File: src/rtl/fp_wb_queue.sv
// fp_wb_queue: pairs FP instruction destination tags with FPU results and
// issues the register-file writeback in program order.
//
// Two FIFOs of DEPTH entries: a tag FIFO ({rd, int}) filled at issue and a
// result FIFO ({result, status}) filled by the FPU. When both heads exist the
// pair is presented: FP destinations write and pop immediately, integer
// destinations wait for int_wb_ready_i with valid/addr/data held stable.
// A result arriving with no tag to pair with is dropped and sets err_o (sticky).
//
// Ports:
//   clk_i, rst_ni                    clock, async active-low reset
//   issue_valid_i/rd_i/int_i/ready_o tag push side
//   fpu_valid_i/result_i/status_i/ready_o  result push side
//   flush_i                          empty both FIFOs at the next edge
//   fp_wb_valid_o/addr_o/data_o      FP register-file write
//   int_wb_valid_o/addr_o/data_o, int_wb_ready_i  integer writeback handshake
//   busy_o, err_o                    occupancy, sticky orphan-result error
//   fflags_o, fflags_clr_i           accumulated exception flags
//
// Optional feature: define FP_WB_FFLAGS_EN to store FPU status with each result
// and accumulate it into fflags_o on every pop. Without it fflags_o is 0.
module fp_wb_queue #(
   parameter int DEPTH = 2
) (
   input  logic        clk_i,
   input  logic        rst_ni,
   input  logic        issue_valid_i,
   input  logic [4:0]  issue_rd_i,
   input  logic        issue_int_i,
   output logic        issue_ready_o,
   input  logic        fpu_valid_i,
   input  logic [31:0] fpu_result_i,
   input  logic [4:0]  fpu_status_i,
   output logic        fpu_ready_o,
   input  logic        flush_i,
   output logic        fp_wb_valid_o,
   output logic [4:0]  fp_wb_addr_o,
   output logic [31:0] fp_wb_data_o,
   output logic        int_wb_valid_o,
   output logic [4:0]  int_wb_addr_o,
   output logic [31:0] int_wb_data_o,
   input  logic        int_wb_ready_i,
   output logic        busy_o,
   output logic        err_o,
   output logic [4:0]  fflags_o,
   input  logic        fflags_clr_i
);

   localparam int PW = (DEPTH > 1) ? $clog2(DEPTH) : 1;
   localparam int CW = $clog2(DEPTH) + 1;
   localparam logic [CW-1:0] DEPTH_C = CW'(DEPTH);

   logic [4:0]    tag_rd_q   [DEPTH];
   logic          tag_int_q  [DEPTH];
   logic [31:0]   res_data_q [DEPTH];
   logic [PW-1:0] tag_wp_q, tag_rp_q, res_wp_q, res_rp_q;
   logic [CW-1:0] tag_cnt_q, res_cnt_q;
   logic          err_q;

   logic tag_push, res_hs, orphan, res_push, present, head_int, pop;
   logic [4:0]  head_rd;
   logic [31:0] head_data;

   // Ready depends only on registered occupancy, so a full FIFO never
   // accepts a push even in a cycle where it pops.
   assign issue_ready_o = (tag_cnt_q < DEPTH_C);
   assign fpu_ready_o   = (res_cnt_q < DEPTH_C);

   assign tag_push = issue_valid_i & issue_ready_o;
   assign res_hs   = fpu_valid_i & fpu_ready_o;
   // A result is an orphan only if no tag is stored and none arrives this cycle.
   assign orphan   = res_hs & (tag_cnt_q == '0) & ~tag_push;
   assign res_push = res_hs & ~orphan;

   assign head_rd   = tag_rd_q[tag_rp_q];
   assign head_int  = tag_int_q[tag_rp_q];
   assign head_data = res_data_q[res_rp_q];
   assign present   = (tag_cnt_q != '0) & (res_cnt_q != '0);
   assign pop       = present & (~head_int | int_wb_ready_i);

   assign fp_wb_valid_o  = present & ~head_int;
   assign fp_wb_addr_o   = fp_wb_valid_o ? head_rd : 5'd0;
   assign fp_wb_data_o   = fp_wb_valid_o ? head_data : 32'd0;
   assign int_wb_valid_o = present & head_int;
   assign int_wb_addr_o  = int_wb_valid_o ? head_rd : 5'd0;
   assign int_wb_data_o  = int_wb_valid_o ? head_data : 32'd0;

   assign busy_o = (tag_cnt_q != '0) | (res_cnt_q != '0);
   assign err_o  = err_q;

   always_ff @(posedge clk_i or negedge rst_ni) begin
      if (!rst_ni) begin
         for (int i = 0; i < DEPTH; i++) begin
            tag_rd_q[i]   <= '0;
            tag_int_q[i]  <= 1'b0;
            res_data_q[i] <= '0;
         end
         tag_wp_q  <= '0;
         tag_rp_q  <= '0;
         res_wp_q  <= '0;
         res_rp_q  <= '0;
         tag_cnt_q <= '0;
         res_cnt_q <= '0;
         err_q     <= 1'b0;
      end else begin
         if (orphan) err_q <= 1'b1;
         if (flush_i) begin
            tag_wp_q  <= '0;
            tag_rp_q  <= '0;
            res_wp_q  <= '0;
            res_rp_q  <= '0;
            tag_cnt_q <= '0;
            res_cnt_q <= '0;
         end else begin
            if (tag_push) begin
               tag_rd_q[tag_wp_q]  <= issue_rd_i;
               tag_int_q[tag_wp_q] <= issue_int_i;
               tag_wp_q            <= tag_wp_q + PW'(1);
            end
            if (res_push) begin
               res_data_q[res_wp_q] <= fpu_result_i;
               res_wp_q             <= res_wp_q + PW'(1);
            end
            if (pop) begin
               tag_rp_q <= tag_rp_q + PW'(1);
               res_rp_q <= res_rp_q + PW'(1);
            end
            tag_cnt_q <= tag_cnt_q + CW'(tag_push) - CW'(pop);
            res_cnt_q <= res_cnt_q + CW'(res_push) - CW'(pop);
         end
      end
   end

`ifdef FP_WB_FFLAGS_EN
   logic [4:0] res_st_q [DEPTH];
   logic [4:0] fflags_q;

   // Clear and pop in the same cycle leave exactly the popped status.
   always_ff @(posedge clk_i or negedge rst_ni) begin
      if (!rst_ni) begin
         for (int i = 0; i < DEPTH; i++) res_st_q[i] <= '0;
         fflags_q <= '0;
      end else begin
         if (res_push && !flush_i) res_st_q[res_wp_q] <= fpu_status_i;
         fflags_q <= (fflags_clr_i ? 5'd0 : fflags_q) |
                     (pop ? res_st_q[res_rp_q] : 5'd0);
      end
   end
   assign fflags_o = fflags_q;
`else
   logic unused_status;
   assign unused_status = ^{fpu_status_i, fflags_clr_i};
   assign fflags_o = 5'd0;
`endif

endmodule

File: config.mk
export PLATFORM = sky130hd
export DESIGN_NAME = fp_wb_queue
export DESIGN_NICKNAME = d
export VERILOG_FILES = /design/src/rtl/fp_wb_queue.sv
export SDC_FILE = /design/constraint.sdc
export NUM_CORES = 1
export LEC_CHECK = 0
export ABC_AREA = 0
export CORE_MARGIN = 8
export CORE_UTILIZATION = 50
export DETAILED_ROUTE_END_ITERATION = 8
export DONT_BUFFER_PORTS = 1
export MAX_ROUTING_LAYER = met4
export PLACE_DENSITY = 0.69
export SLEW_MARGIN = 20
export SYNTH_ARGS = -nofsm -noshare
export SYNTH_HDL_FRONTEND = slang
export SYNTH_SLANG_ARGS = --single-unit
File: constraint.sdc
create_clock -name clk_i -period 1.7 [get_ports clk_i]
set_input_delay 0.34 -clock clk_i [delete_from_list [all_inputs] [get_ports clk_i]]
set_output_delay 0.34 -clock clk_i [all_outputs]
set_load 0.01 [all_outputs]
# Yosys cells after proc, flatten, opt, wreduce, memory -nomap -nowiden
# Cells that the tools add are included.
totals:
  ff_bits: 85
  input_bits: 50
  word_cells: 90
classes:
  add_sub_neg: 8
  magnitude_cmp: 8
  n_mux: 32
  bitwise_logic: 19
  reduce_logical: 10
op_table:
  columns: ["cell", "count"]
  rows:
  - ["$mux W32", 6]
  - ["$bwmux W64", 1]
  - ["$demux W32 S1", 1]
  - ["$mux W5", 6]
  - ["$mux W1", 12]
  - ["$bwmux W10", 1]
  - ["$reduce_bool A2 Y1", 5]
  - ["$and A1 B1 Y1", 9]
  - ["$ge A2 B2 Y1 const B", 4]
  - ["$not A1 Y2", 4]
  - ["$demux W5 S1", 1]
  - ["$add A1 B1 Y1 const B", 4]
  - ["$add A2 B1 Y2", 2]
  - ["$lt A2 B1 Y1 const B", 2]
  - ["$lt A2 B2 Y1 const B", 2]
  - ["$mux W2", 2]
  - ["$not A1 Y1", 4]
  - ["$reduce_and A2 Y1", 2]
  - ["$sub A2 B1 Y2", 2]
  - ["$bwmux W2", 1]
  - ["$logic_and A1 B1 Y1", 2]
  - ["$logic_not A2 Y1", 1]
  - ["$or A1 B1 Y1", 2]
  - ["$demux W1 S1", 1]

# Depth between registers and ports, before layout
logic_depth:
  word_depth: 9
  ltp_mapped: 9
  depth_no_buf: 8

# Least setup slack after synthesis
# OpenSTA, ideal clock, no wires.
synth_path:
  kind: "flip-flop to flip-flop"
  start: "register tag_rp_q"
  end: "register res_cnt_q[1]"
  setup_time_ns: 0.132
  arrival_time_ns: 1.668
  t_required_ns: 1.568
  path_slack_ns: -0.100
  stages_incl_launch_ff: 10
  n_path_buf: 1
  period_less_slack_ns: 1.800
  path_cell_list: "dfrtp_1 -> buf_2 -> mux2i_1 -> o21a_1 -> ha_1 -> inv_1 -> ha_1 -> xnor2_1 -> xnor2_1 -> nor2_1"
synth_between:
  elab_chain_len: 9
synth_rtl:
  columns: ["element", "line_no", "rtl"]
  rows:
  - ["start, declared", "56", "logic [PW-1:0] tag_wp_q, tag_rp_q, res_wp_q, res_rp_q;"]
  - ["start signal, assigned", "125", "tag_rp_q <= tag_rp_q + PW'(1);"]
  - ["$not A1 Y2 (implied by the code)", "76", "assign head_int = tag_int_q[tag_rp_q];"]
  - ["$mux W1 (implied by the code) (3 in series)", "76", null]
  - ["$not A1 Y1", "79", "assign pop = present & (~head_int | int_wb_ready_i);"]
  - ["$or A1 B1 Y1", "79", null]
  - ["$and A1 B1 Y1", "79", null]
  - ["$sub A2 B1 Y2", "129", "res_cnt_q <= res_cnt_q + CW'(res_push) - CW'(pop);"]
  - ["$mux W2", "107", "if (flush_i) begin"]
  - ["end signal, assigned", "129", null]
  - ["end, declared", "57", "logic [CW-1:0] tag_cnt_q, res_cnt_q;"]
# No other way between the ends. The select of a mux whose other input is x is not followed.
# A chain may end at the register's enable or synchronous reset.

# Final worst setup path
# Same ends and word-level chain as after synthesis.

==> flow_summary.ini <==
[setup_path]
r2r-start = tag_rp_q
cpMaxStageDelayCell = dfrtp_1
cp_slowest_stage_delay_ns = 0.41
critical_path_arrival_ns = 2.21
worstPathMaxFanout = 4
worst_setup_path_end_kind = flip-flop
r2r_cells = 9
rr_endpoint = res_cnt_q[1]
r2r_setup_slk_ns = -0.28
timing.setup.critical_path_class = reg2reg
startpoint_type = flip-flop
critical_path_required_ns = 1.93
ordered_list_of_cells_on_the_worst_path = buf_6 -> mux2i_4 -> o21a_1 -> ha_1 -> inv_2 -> ha_4 -> xnor2_2 -> xnor2_1 -> nor2_1

[die]
row_count = 34
floorplan.core_area_um2 = 8680
i_o_pins = 135
die_area_um2 = 12100
initial_core_util_pct = 51.1
die_width_um = 110
floorplan.die.height_um = 110

[place]
pre_cts_ws_ns = -0.0994
finalWeightedCongestion = 0.721
detailed_place_hpwl_um = 6880
number_of_buffer_cells_added_on_primary_ports = 0

[yosys]
synth_top_cell_area_share_pct = 48.0
synth-seq-cells = 85
synth.cell_area_um2 = 4440
syn_avg_cell_area_um2 = 11.6
synth.distinct_cells = 32
synthTopCellsByArea = dfrtp_1 48%, mux2_2 20%, mux2_4 10%
post_synth_inst_count = 384
top_cell_type_by_total_area_after_synthesis = dfrtp_1
synth-warning-count = 0
synth-seq-area-share_pct = 48.0

[status]
outcome = finished with violations
violations = hold timing, setup timing

[power]
switching_power_w = 0.00528
pwr_density_cell_nw_per_um2 = 2000
sequentialPowerShare_pct = 26.6
leakage_nw = 2.93
share_clk_of_total_power_pct = 12.1
power.switching_fraction_pct = 38.9
vdd_drop_max_v = 0.00119
share_comb_of_total_power_pct = 61.3
power.internal_w = 0.00831

[clocking]
tritoncts = done
clockRootBuffer = clkbuf_8
worst_setup_hold_path_clk_slew_ns = 0.09
clock_sinks = 85
h-tree-depth = 3
numCtsBuffers = 9
worstSkewPairLatency_ns = 0.34
max-clock-path-buffers = 2

[finish]
number_of_diodes_added_for_antenna_fixing = 0
n_fill_cell = 483
nNetsFinal = 491
post_route_cells_drive_above_1_share_pct = 75.1
postLayoutCoreUtil_pct = 78.4
syn2layout_area_growth_pct = 53.3
layout.cells.most_common_list = 84 x dfrtp_1, 82 x mux2_4, 70 x nor2_4, 35 x mux2_2, 26 x buf_6
final_common_cell = dfrtp_1

[timing]
grt_setup_unrepaired = yes
worst_case_hold_slack_ns = -0.321
finalWorstPathRequiredPeriod_ns = 1.98
final_hold_viol_count = 85
setup_slack_ns = -0.276
post_route_clock_skew_ns = 0.00901
tns_ns = -28.79
timing.fmax_ghz = 0.506
final.period_utilization_pct = 116
maxSlewViolCount = 0
number_of_endpoints_failing_setup_at_the_final_stage = 157

[routing]
drtAntennaViolNets = 0
overall_routed_net_length_um = 14800
drt_pre_antenna_iters = 4
detail_route.wl_per_cell_um = 26.8
detail_route.iter0.violations = 132
drc = 0
dr_total_vias = 3192
viasPerCell = 5.80

[global_routing]
number_of_antenna_violations_at_the_first_check_in_global_routing = 0
first_global_vias = 3389
grt_max_degree = 86
globalRouteOverflowTotal = 0
grt_first_pass_wirelength_um = 19800
grt.total_usage_pct = 22.4

[hold_path]
hold_class = in2async

[flow_run]
timing.max_cap.violations = 0
==> power groups by stage <==
stage,Sequential (W),Clock [W],Combinational (W)
6_report,0.00362,0.00164,0.00833
3_5_place_dp,0.00354,0,0.00397
2_1_floorplan,0.00336,0,0.00314
4_1_cts,0.00354,0.00166,0.00676
3_3_place_gp,0.00346,0,0.00387
5_1_grt,0.00369,0.00174,0.00871
==> worst max-delay path by stage <==
stage / from / endpoint / depth (start not counted)
6_report: tag_rp_q / res_cnt_q[1] / 9
5_1_grt: tag_rp_q / res_cnt_q[1] / 9
4_1_cts: tag_rp_q / fp_wb_data_o[31] / 5
3_5_place_dp: tag_rp_q / res_cnt_q[1] / 8
3_3_place_gp: tag_rp_q / tag_cnt_q[1] / 8
2_1_floorplan: tag_rp_q / tag_cnt_q[1] / 9
==> flip-flops by register name (all words and copies together) (netlist names), 2 cells and up <==
signal,count
res_data_q,64
tag_rd_q,10
tag_int_q,2
tag_cnt_q,2
res_cnt_q,2
==> worst max-delay path, delay by kind of cell, from the launching register on <==
| kind | cells | cell delay [ns] |
|---|---|---|
| adders and majority gates | 2 | 0.49 |
| DFF | 1 | 0.41 |
| AOI/OAI and AO/OA | 1 | 0.27 |
| xor gates and xnor gates | 2 | 0.25 |
| muxes | 1 | 0.20 |
| buffers and inverters | 2 | 0.18 |
| and+or+nand+nor | 1 | 0.06 |
==> metal layers <==
layer,share of wire [%],up-vias,track usage [%],routed length [um]
met2,49,125,34.5,7180
met3,7.2,23,5.00,1060
met1,42,1653,28.7,6190
met4,2.1,0,7.42,314
li1,-,1391,-,-
met5,0,-,-,0
==> area by class of cell <==
class | instances | area [um2] | share of cell area, %
clock buffer | 13 | 159 | 2.34
clock inverter | 3 | 67.6 | 0.993
inverter | 4 | 15.0 | 0.221
multi-input combinational | 270 | 3190 | 46.8
sequential | 85 | 2130 | 31.3
tap | 108 | 135 | 1.99
timing repair buffer | 67 | 1110 | 16.3
==> logic make-up (layout without fill, tap and decap cells) <==
| kind of cell | count (synthesis) | count (layout) | share of synthesized area [%] |
|---|---|---|---|
| AOI/OAI and AO/OA | 6 | 6 | 0.931 |
| muxes | 117 | 118 | 32.2 |
| and+or+nand+nor | 132 | 132 | 12.6 |
| DFF | 85 | 85 | 48.0 |
| xor gates and xnor gates | 5 | 5 | 0.987 |
| buffers and inverters | 34 | 87 | 4.09 |
| adders and majority gates | 4 | 4 | 1.13 |
| other | 1 | 5 | 0.0845 |
==> cell usage after synthesis (all sizes together) <==
cell / instances
clkbuf: 11
o22ai: 1
xnor2: 4
inv: 4
or2: 1
a31o: 1
nor3b: 1
or4: 2
o21a: 1
a21oi: 1
conb: 1
nor3: 2
xor2: 1
buf: 19
or3: 1
o22a: 1
nand2: 37
dfrtp: 85
mux2: 116
nor2b: 4
mux2i: 1
nand2b: 2
nor4b: 1
ha: 4
o21ai: 1
nor2: 81
==> repair_timing <==
action | 4_1_cts | 5_1_grt
setup buffers | 17 | 6
hold endpoints to repair | 85 | 85
endpoints found under the setup margin | 139 | 159
cloned | 13 | 10
pin swaps | 23 | 50
resized for setup | 243 | 77
==> stage by stage <==
stage / instance area, um2 / power [W] / instances
after global placement: 4730 / 0.00734 / 492
after CTS: 6270 / 0.0120 / 538
after global routing: 6800 / 0.0141 / 550
after floorplan: 4500 / 0.00650 / 388
after detailed placement: 4730 / 0.00751 / 492
final: 6800 / 0.0136 / 550
Note: power is estimated with default switching activity, not from simulation.
